--- src/rtl/keypad_pkg.sv ---
// Shared constants for the 4x4 keypad entry block: widths, key codes, FSM states,
// and helpers for the key map, row priority and column drive.
package keypad_pkg;

  localparam int unsigned ROWS    = 4;
  localparam int unsigned COLS    = 4;
  localparam int unsigned IDX_W   = 2;
  localparam int unsigned CODE_W  = 4;
  localparam int unsigned VALUE_W = 7;
  localparam int unsigned COUNT_W = 2;

  localparam logic [CODE_W-1:0] KEY_A    = CODE_W'(10);
  localparam logic [CODE_W-1:0] KEY_B    = CODE_W'(11);
  localparam logic [CODE_W-1:0] KEY_C    = CODE_W'(12);
  localparam logic [CODE_W-1:0] KEY_D    = CODE_W'(13);
  localparam logic [CODE_W-1:0] KEY_STAR = CODE_W'(14);
  localparam logic [CODE_W-1:0] KEY_HASH = CODE_W'(15);

  typedef enum logic [1:0] {
    SCAN     = 2'd0,
    DEBOUNCE = 2'd1,
    PRESSED  = 2'd2,
    RELEASE  = 2'd3
  } state_t;

  // Physical layout: rows {1,2,3,A},{4,5,6,B},{7,8,9,C},{*,0,#,D}.
  function automatic logic [CODE_W-1:0] key_map(input logic [IDX_W-1:0] r,
                                                input logic [IDX_W-1:0] c);
    logic [CODE_W-1:0] code;
    case ({r, c})
      4'h0:    code = CODE_W'(1);
      4'h1:    code = CODE_W'(2);
      4'h2:    code = CODE_W'(3);
      4'h3:    code = KEY_A;
      4'h4:    code = CODE_W'(4);
      4'h5:    code = CODE_W'(5);
      4'h6:    code = CODE_W'(6);
      4'h7:    code = KEY_B;
      4'h8:    code = CODE_W'(7);
      4'h9:    code = CODE_W'(8);
      4'hA:    code = CODE_W'(9);
      4'hB:    code = KEY_C;
      4'hC:    code = KEY_STAR;
      4'hD:    code = CODE_W'(0);
      4'hE:    code = KEY_HASH;
      default: code = KEY_D;
    endcase
    return code;
  endfunction

  // Lowest-index active-low row wins when several are pressed.
  function automatic logic [IDX_W-1:0] lowest_low(input logic [ROWS-1:0] r);
    logic [IDX_W-1:0] idx;
    if (!r[0])      idx = IDX_W'(0);
    else if (!r[1]) idx = IDX_W'(1);
    else if (!r[2]) idx = IDX_W'(2);
    else            idx = IDX_W'(3);
    return idx;
  endfunction

  function automatic logic [COLS-1:0] col_drive(input logic [IDX_W-1:0] c);
    logic [COLS-1:0] one;
    one = COLS'(1);
    return ~(one << c);
  endfunction

endpackage

--- src/rtl/scan_tick.sv ---
// Free-running divider producing a one-cycle tick every SCAN_DIV clocks.
module scan_tick #(
  parameter int unsigned SCAN_DIV = 50000
) (
  input  logic clk,
  input  logic rst,
  output logic tick
);

  localparam int unsigned CNT_W = (SCAN_DIV > 1) ? $clog2(SCAN_DIV) : 1;

  logic [CNT_W-1:0] cnt;

  always_ff @(posedge clk) begin
    if (rst) begin
      cnt  <= '0;
      tick <= 1'b0;
    end else if (cnt == CNT_W'(SCAN_DIV - 1)) begin
      cnt  <= '0;
      tick <= 1'b1;
    end else begin
      cnt  <= cnt + CNT_W'(1);
      tick <= 1'b0;
    end
  end

endmodule

--- src/rtl/keypad_entry.sv ---
// 4x4 matrix keypad scanner with debounce and a two-digit decimal entry buffer
// committed by '#', cleared by '*'.
module keypad_entry
  import keypad_pkg::*;
#(
  parameter int unsigned SCAN_DIV       = 50000,
  parameter int unsigned DEBOUNCE_SCANS = 4
) (
  input  logic               clk,
  input  logic               rst,
  input  logic [ROWS-1:0]    row,
  output logic [COLS-1:0]    col,
  output logic [CODE_W-1:0]  key_code,
  output logic               key_valid,
  output logic [VALUE_W-1:0] value,
  output logic               value_valid,
  output logic [COUNT_W-1:0] digit_count
);

  localparam int unsigned DEB_W = (DEBOUNCE_SCANS > 1) ? $clog2(DEBOUNCE_SCANS) : 1;

  logic [ROWS-1:0]   row_meta;
  logic [ROWS-1:0]   row_sync;
  logic              tick;
  state_t            state;
  logic [IDX_W-1:0]  col_idx;
  logic [IDX_W-1:0]  row_idx;
  logic [DEB_W-1:0]  deb_cnt;
  logic [3:0]        tens;
  logic [3:0]        units;

  logic              all_high_c;
  logic              deb_done_c;
  logic [IDX_W-1:0]  next_col_c;
  logic [CODE_W-1:0] code_c;

  assign all_high_c = &row_sync;
  assign deb_done_c = (deb_cnt == DEB_W'(DEBOUNCE_SCANS - 1));
  assign next_col_c = col_idx + IDX_W'(1);
  assign code_c     = key_map(row_idx, col_idx);

  // Two-flop synchronizer; idle rows read high.
  always_ff @(posedge clk) begin
    if (rst) begin
      row_meta <= '1;
      row_sync <= '1;
    end else begin
      row_meta <= row;
      row_sync <= row_meta;
    end
  end

  scan_tick #(.SCAN_DIV(SCAN_DIV)) u_scan_tick (
    .clk  (clk),
    .rst  (rst),
    .tick (tick)
  );

  always_ff @(posedge clk) begin
    if (rst) begin
      state       <= SCAN;
      col_idx     <= '0;
      col         <= col_drive(IDX_W'(0));
      row_idx     <= '0;
      deb_cnt     <= '0;
      key_code    <= '0;
      key_valid   <= 1'b0;
      value       <= '0;
      value_valid <= 1'b0;
      digit_count <= '0;
      tens        <= '0;
      units       <= '0;
    end else begin
      key_valid   <= 1'b0;
      value_valid <= 1'b0;
      if (tick) begin
        case (state)
          SCAN: begin
            if (all_high_c) begin
              col_idx <= next_col_c;
              col     <= col_drive(next_col_c);
            end else begin
              row_idx <= lowest_low(row_sync);
              deb_cnt <= '0;
              state   <= DEBOUNCE;
            end
          end
          DEBOUNCE: begin
            if (!row_sync[row_idx]) begin
              if (deb_done_c) begin
                deb_cnt   <= '0;
                state     <= PRESSED;
                key_code  <= code_c;
                key_valid <= 1'b1;
                // Buffer action happens once, on acceptance.
                if (code_c < CODE_W'(10)) begin
                  tens  <= units;
                  units <= code_c;
                  if (digit_count != COUNT_W'(2)) digit_count <= digit_count + COUNT_W'(1);
                end else if (code_c == KEY_STAR) begin
                  tens        <= '0;
                  units       <= '0;
                  digit_count <= '0;
                end else if (code_c == KEY_HASH) begin
                  value       <= VALUE_W'(tens) * VALUE_W'(10) + VALUE_W'(units);
                  value_valid <= 1'b1;
                  tens        <= '0;
                  units       <= '0;
                  digit_count <= '0;
                end
              end else begin
                deb_cnt <= deb_cnt + DEB_W'(1);
              end
            end else begin
              state   <= SCAN;
              col_idx <= next_col_c;
              col     <= col_drive(next_col_c);
            end
          end
          PRESSED, RELEASE: begin
            if (all_high_c) begin
              if (deb_done_c) begin
                deb_cnt <= '0;
                state   <= SCAN;
              end else begin
                deb_cnt <= deb_cnt + DEB_W'(1);
                state   <= RELEASE;
              end
            end else begin
              deb_cnt <= '0;
              state   <= PRESSED;
            end
          end
          default: state <= SCAN;
        endcase
      end
    end
  end

endmodule
--- config.mk ---
export PLATFORM = sky130hd
export DESIGN_NAME = keypad_entry
export DESIGN_NICKNAME = d
export VERILOG_FILES = /design/src/rtl/keypad_pkg.sv /design/src/rtl/scan_tick.sv /design/src/rtl/keypad_entry.sv
export SDC_FILE = /design/constraint.sdc
export NUM_CORES = 1
export LEC_CHECK = 0
export CAP_MARGIN = 20
export CORE_ASPECT_RATIO = 1.75
export CORE_MARGIN = 1
export CORE_UTILIZATION = 55
export CTS_BUF_LIST = sky130_fd_sc_hd__clkbuf_2 sky130_fd_sc_hd__clkbuf_4 sky130_fd_sc_hd__clkbuf_8
export CTS_CLUSTER_DIAMETER = 150
export CTS_CLUSTER_SIZE = 24
export DETAILED_ROUTE_END_ITERATION = 8
export PLACE_DENSITY = 0.83
export SYNTH_ARGS = -nofsm -noshare
export SYNTH_HDL_FRONTEND = slang
export SYNTH_SLANG_ARGS = --single-unit
--- constraint.sdc ---
create_clock -name clk -period 3.3 [get_ports clk]
set_input_delay 0.33 -clock clk [delete_from_list [all_inputs] [get_ports clk]]
set_output_delay 0.33 -clock clk [all_outputs]
set_load 0.02 [all_outputs]
### Yosys cells after proc, flatten, opt, wreduce, memory -nomap -nowiden

Memories as Yosys holds them, arrays and structs flattened.
Cells that the tools add are included.

* $add $sub $neg: 5
* multiply operators: 1
* $lt $le $gt $ge: 2
* eq/ne operators: 14
* shift-type cells: 1
* muxes and demuxes: 33
* bitwise gates (word level): 8
* reductions and logical operators: 16

Operators by type and width (count)
* 2-to-1 mux 2 bit: 17
* 2-to-1 mux 4 bit: 6
* adder 16 x 1 -> 16 bit (second input constant): 1
* equality test 16 bit (second input constant): 1
* one-hot mux 2 bit (3 select lines): 2
* AND reduction 4 bit: 3
* != test 2 bit (second input constant): 5
* AND reduction 3 bit: 3
* equality test 4 bit (second input constant): 2
* one-hot mux 4 bit (2 select lines): 1
* adder 7 x 4 -> 7 bit: 1
* inverter 1 bit: 7
* AND reduction 7 bit: 1
* OR reduction 7 bit: 1
* adder 2 x 1 -> 2 bit (second input constant): 3
* equality test 2 bit (second input constant): 3
* multiplier 4 x 3 -> 6 bit (second input constant): 1
* AND reduction 6 bit: 1
* 2-to-1 mux 1 bit: 5
* AND reduction 5 bit: 1
* < comparator 4 bit (second input constant): 1
* inverter 4 bit: 1
* one-hot mux 2 bit (2 select lines): 1
* OR reduction 2 bit: 2
* 10 further kinds: 10

* bits in registers: 60
* ROM bits: 64
* input port bits: 6
* output and inout bits: 19
* word-level logic and storage cells: 97
* memories: 1

Memories
* (name not given): words 16, bits a word 4, rd ports 1, clocked after Yosys merged registers in 0, wr ports 0, line keypad_pkg.sv:30 `case ({r, c})`

### Depth between registers and ports, before layout

* word-level depth: 5
* depth in mapped cells: 8
* depth with buffers taken out: 8

### Cells and area by module

Synthesis repeated with hierarchy kept, for this count alone.

* cell total of the unflattened synthesis: 301
* area total of the unflattened synthesis: 2762.6 sq um

By module, submodules not included
* keypad_entry: times used 1, cells an instance 220, area an instance 2035.7 sq um, seq. area each 860.8 sq um
* scan_tick: times used 1, cells an instance 81, area an instance 726.9 sq um, seq. area each 340.3 sq um

### Worst setup path before layout

OpenSTA, ideal clock, no wires.

* path kind: register to register
* start point: register row_idx[1]
* end point: register value[0]
* library setup time: 0.128 ns
* data arrival time: 2.237 ns
* required time: 3.172 ns
* setup slack: 0.935 ns
* cell stages (with the launch flop): 8
* buffers on the path: 2
* cells stage by stage: dfxtp_1 buf_6 mux4_2 or3_1 buf_6 nor4_4 mux2i_1 nor2_1

* longest elaborated chain between the ends: 4
* elaborated cells between the ends (all ways): 10

RTL lines
* start: declaration: line keypad_entry.sv:27 `logic [IDX_W-1:0] row_idx;`
* start signal: assignment: line keypad_entry.sv:83 `row_idx <= lowest_low(row_sync);`
* memory (16 x 4 bit) / binary-select mux 1 bit (select 2 bit) (equally long branches)
* < comparator 4 bit (tied with other cells): line keypad_entry.sv:96 `if (code_c < CODE_W'(10)) begin`
* inverter 1 bit (no source line)
* AND reduction 7 bit (no source line) (*)
* end signal: assignment: line keypad_entry.sv:105 `value <= VALUE_W'(tens) * VALUE_W'(10) + VALUE_W'(units);`
* end: declaration: line keypad_entry.sv:15 `output logic [VALUE_W-1:0] value,`

Every way passes the cells marked *; elsewhere a longest branch is shown, timed or not. The select of a mux whose other input is x is not followed.
A chain may end at the register's enable or synchronous reset.

### Worst setup path in the final report

Ends and elaborated chain as after synthesis.

==> impl_metrics.ini <==
[sta]
tightest_slew_ns = 0.730
fin_tns_setup_ns = 0
fin_crit_ns = 2.78
max_freq_mhz = 360
maxSlewHeadroom_pct = 51.0
fin_crit_sh_pct = 84.2
rsz0062_at_grt = false
hold_viol = 0
fin_skew_ns = 0.00692
finalSetupViolCount = 0
finalMaxSlewViolations = 0

[synthesis]
synth-edff-count = 0
syn_nets = 319
avgSynthCellArea_sq_um = 9.30
async_flop_share_pct = 0
synth_ff_type = dfxtp_1
synth_warnings = 0
synth_seq_cells = 60
syn_inst = 295
ys_seq_area_share_pct = 43.8
syn_area_sq_um = 2740
synth_area_leaders = dfxtp_1 (44%), ha_1 (7.3%), nor2_1 (6.3%)
synth_top_area_cell = dfxtp_1
netlist.area_leader.share_pct = 43.8
yosysUniqueCellTypes = 43

[global_routing]
antenna_found_initial = 0
grt_start_max_net_pins = 30
grt_pass1_vias = 2043
grt_pass1_wl_mm = 8.94
overflow = 0
track_usage_pct = 22.3

[clock_network]
cts_setup_buffers = 0
cts_max_path_buffers = 2
cts_sinks = 60
h-tree-depth = 3
cts_resized = 0
cts_inserted_buffers = 9
tritoncts = built
clock_latency_ns = 0.34
holdBufCountCts = 0
cts-root-buf = clkbuf_8
path_clk_slew_ns = 0.06

[placement]
placed_area_sq_um = 3020
placedCellCount = 364
dpl.hpwl_mm = 3.78
io_buffers = 24
globalplace.congestion = 0.764

[setup_path]
reg2reg_to = value[0]
regToRegStartpoint = row_idx[1]
required_ns = 3.52
path_max_fanout = 10
cp-end-kind = flop
cp.arrival_ns = 3.00
reg2reg_depth = 5
r2r_slack_ns = 0.52
crit_type = flop to flop
critPathLaunchType = flop

[floorplanning]
placementRows = 33
die_h_um = 95.4
start_util_pct = 57.8
core_area_sq_um = 4750
chipWidth_um = 55.4
io_pins = 25
die_area_sq_um = 5290

[cells_and_area]
final_cell_mix = dfxtp_1 (60), nor2_1 (46), clkdlybuf4s50_1 (24)
layout_commonest_cell = dfxtp_1
stdcell_area_sq_um = 3220
fin_util_pct = 67.9
drive_above_1_share_pct = 10.1
diodes = 0
final_cells = 380
nets = 347
syn_to_final_growth_pct = 17.4

[min_path]
hold_class = flop to flop
hold_path_depth = 1
hold_end = row_sync[3]
worstHoldStart = row_meta[3]

[pwr]
p_leak_nw = 1.21
ir_drop_v = 0.000419
power_mw = 1.44
powerDensity_nw_per_um2 = 448

[detailed_routing]
dr.pass1.iters = 6
viasPerCell = 5.71
wl_per_cell_um = 14.4
ant_nets = 0
drtIter0Drc = 77
vias = 2171
routed_wl_mm = 5.47
drcViolationCount = 0

[job]
drv_cap = 0

[status]
status = finished clean
## worst max path at each step
stage,start,to
5_1_grt,row_idx[1],value[0]
6_report,row_idx[1],value[0]
3_3_place_gp,row_idx[1],value[0]
3_5_place_dp,row_idx[1],value[0]
4_1_cts,row_idx[1],value[0]
2_1_floorplan,row_idx[1],value[0]
## worst max-delay path, stage by stage (launching register included)
cell and delay [ns]:
dfxtp_1 0.53, mux4_2 0.59, or3_1 0.53, nor4_4 0.67
mux2i_1 0.29, nor2_1 0.06
## layer usage
metal	GRT usage [%]	wire (um)	up-vias	share of wire, %
li1	-	-	1070	-
met1	20.7	2150	1042	39
met2	43.2	3010	44	55
met3	5.43	139	15	2.5
met4	13.3	176	0	3.2
met5	0	0	-	0
## cell type report
type,instances,area [sq um]
fillers,372,1530
repair buffers,26,255
multi-input cells,214,1450
flip-flops and latches,60,1200
clock inverters,4,47.5
well taps,52,65.1
clock buffers,12,159
inverters,12,45.0
## through the flow
stage          setup WS (ns)  hold slack, ns
2_1_floorplan          0.935           0.389
3_3_place_gp           0.663           0.394
3_5_place_dp           0.562           0.396
4_1_cts                0.550           0.414
5_1_grt                0.344           0.430
6_report               0.523           0.411
## power by group
| group | internal (mW) | switching, mW | leakage, nW |
|---|---|---|---|
| registers | 0.732 | 0.00531 | 0.486 |
| clock network | 0.395 | 0.276 | 0.106 |
| logic | 0.0146 | 0.0210 | 0.617 |
| total | 1.14 | 0.302 | 1.21 |
## registers in the layout (all words and copies together), names as in the netlist, 4 cells and up
register and count:
u_scan_tick.cnt 16, value 7, col 4, key_code 4, row_meta 4, row_sync 4
tens 4, units 4
## Yosys cell counts, types with 2 or more instances
| cell | count |
|---|---|
| dfxtp_1 | 60 |
| ha_1 | 16 |
| buf_6 | 2 |
| buf_1 | 2 |
| nor3b_1 | 2 |
| or2_2 | 9 |
| o21ai_0 | 7 |
| nand3_1 | 9 |
| or3_1 | 4 |
| clkbuf_1 | 5 |
| a21oi_1 | 13 |
| and4_1 | 2 |
| fa_1 | 2 |
| nand3b_1 | 2 |
| nand2_1 | 20 |
| inv_1 | 11 |
| xnor2_1 | 10 |
| o32ai_1 | 6 |
| a211oi_1 | 4 |
| a31oi_1 | 3 |
| nor4b_1 | 3 |
| o211ai_1 | 2 |
| nand2b_1 | 4 |
| o21a_1 | 2 |
| nor2_1 | 46 |
| and3_1 | 4 |
| nor3_1 | 7 |
| xor2_1 | 10 |
| mux2i_1 | 10 |
| and2_2 | 2 |
| nand4_1 | 4 |
## cell families after synthesis
family,Yosys count,synth area share (%)
simple gates,122,22.3
xor+xnor,20,6.38
compound gates,42,9.90
buf+inv,21,3.42
fa+ha+maj,18,8.76
flops,60,43.8
mux,12,5.43
Power figures use the tool's default switching activity.
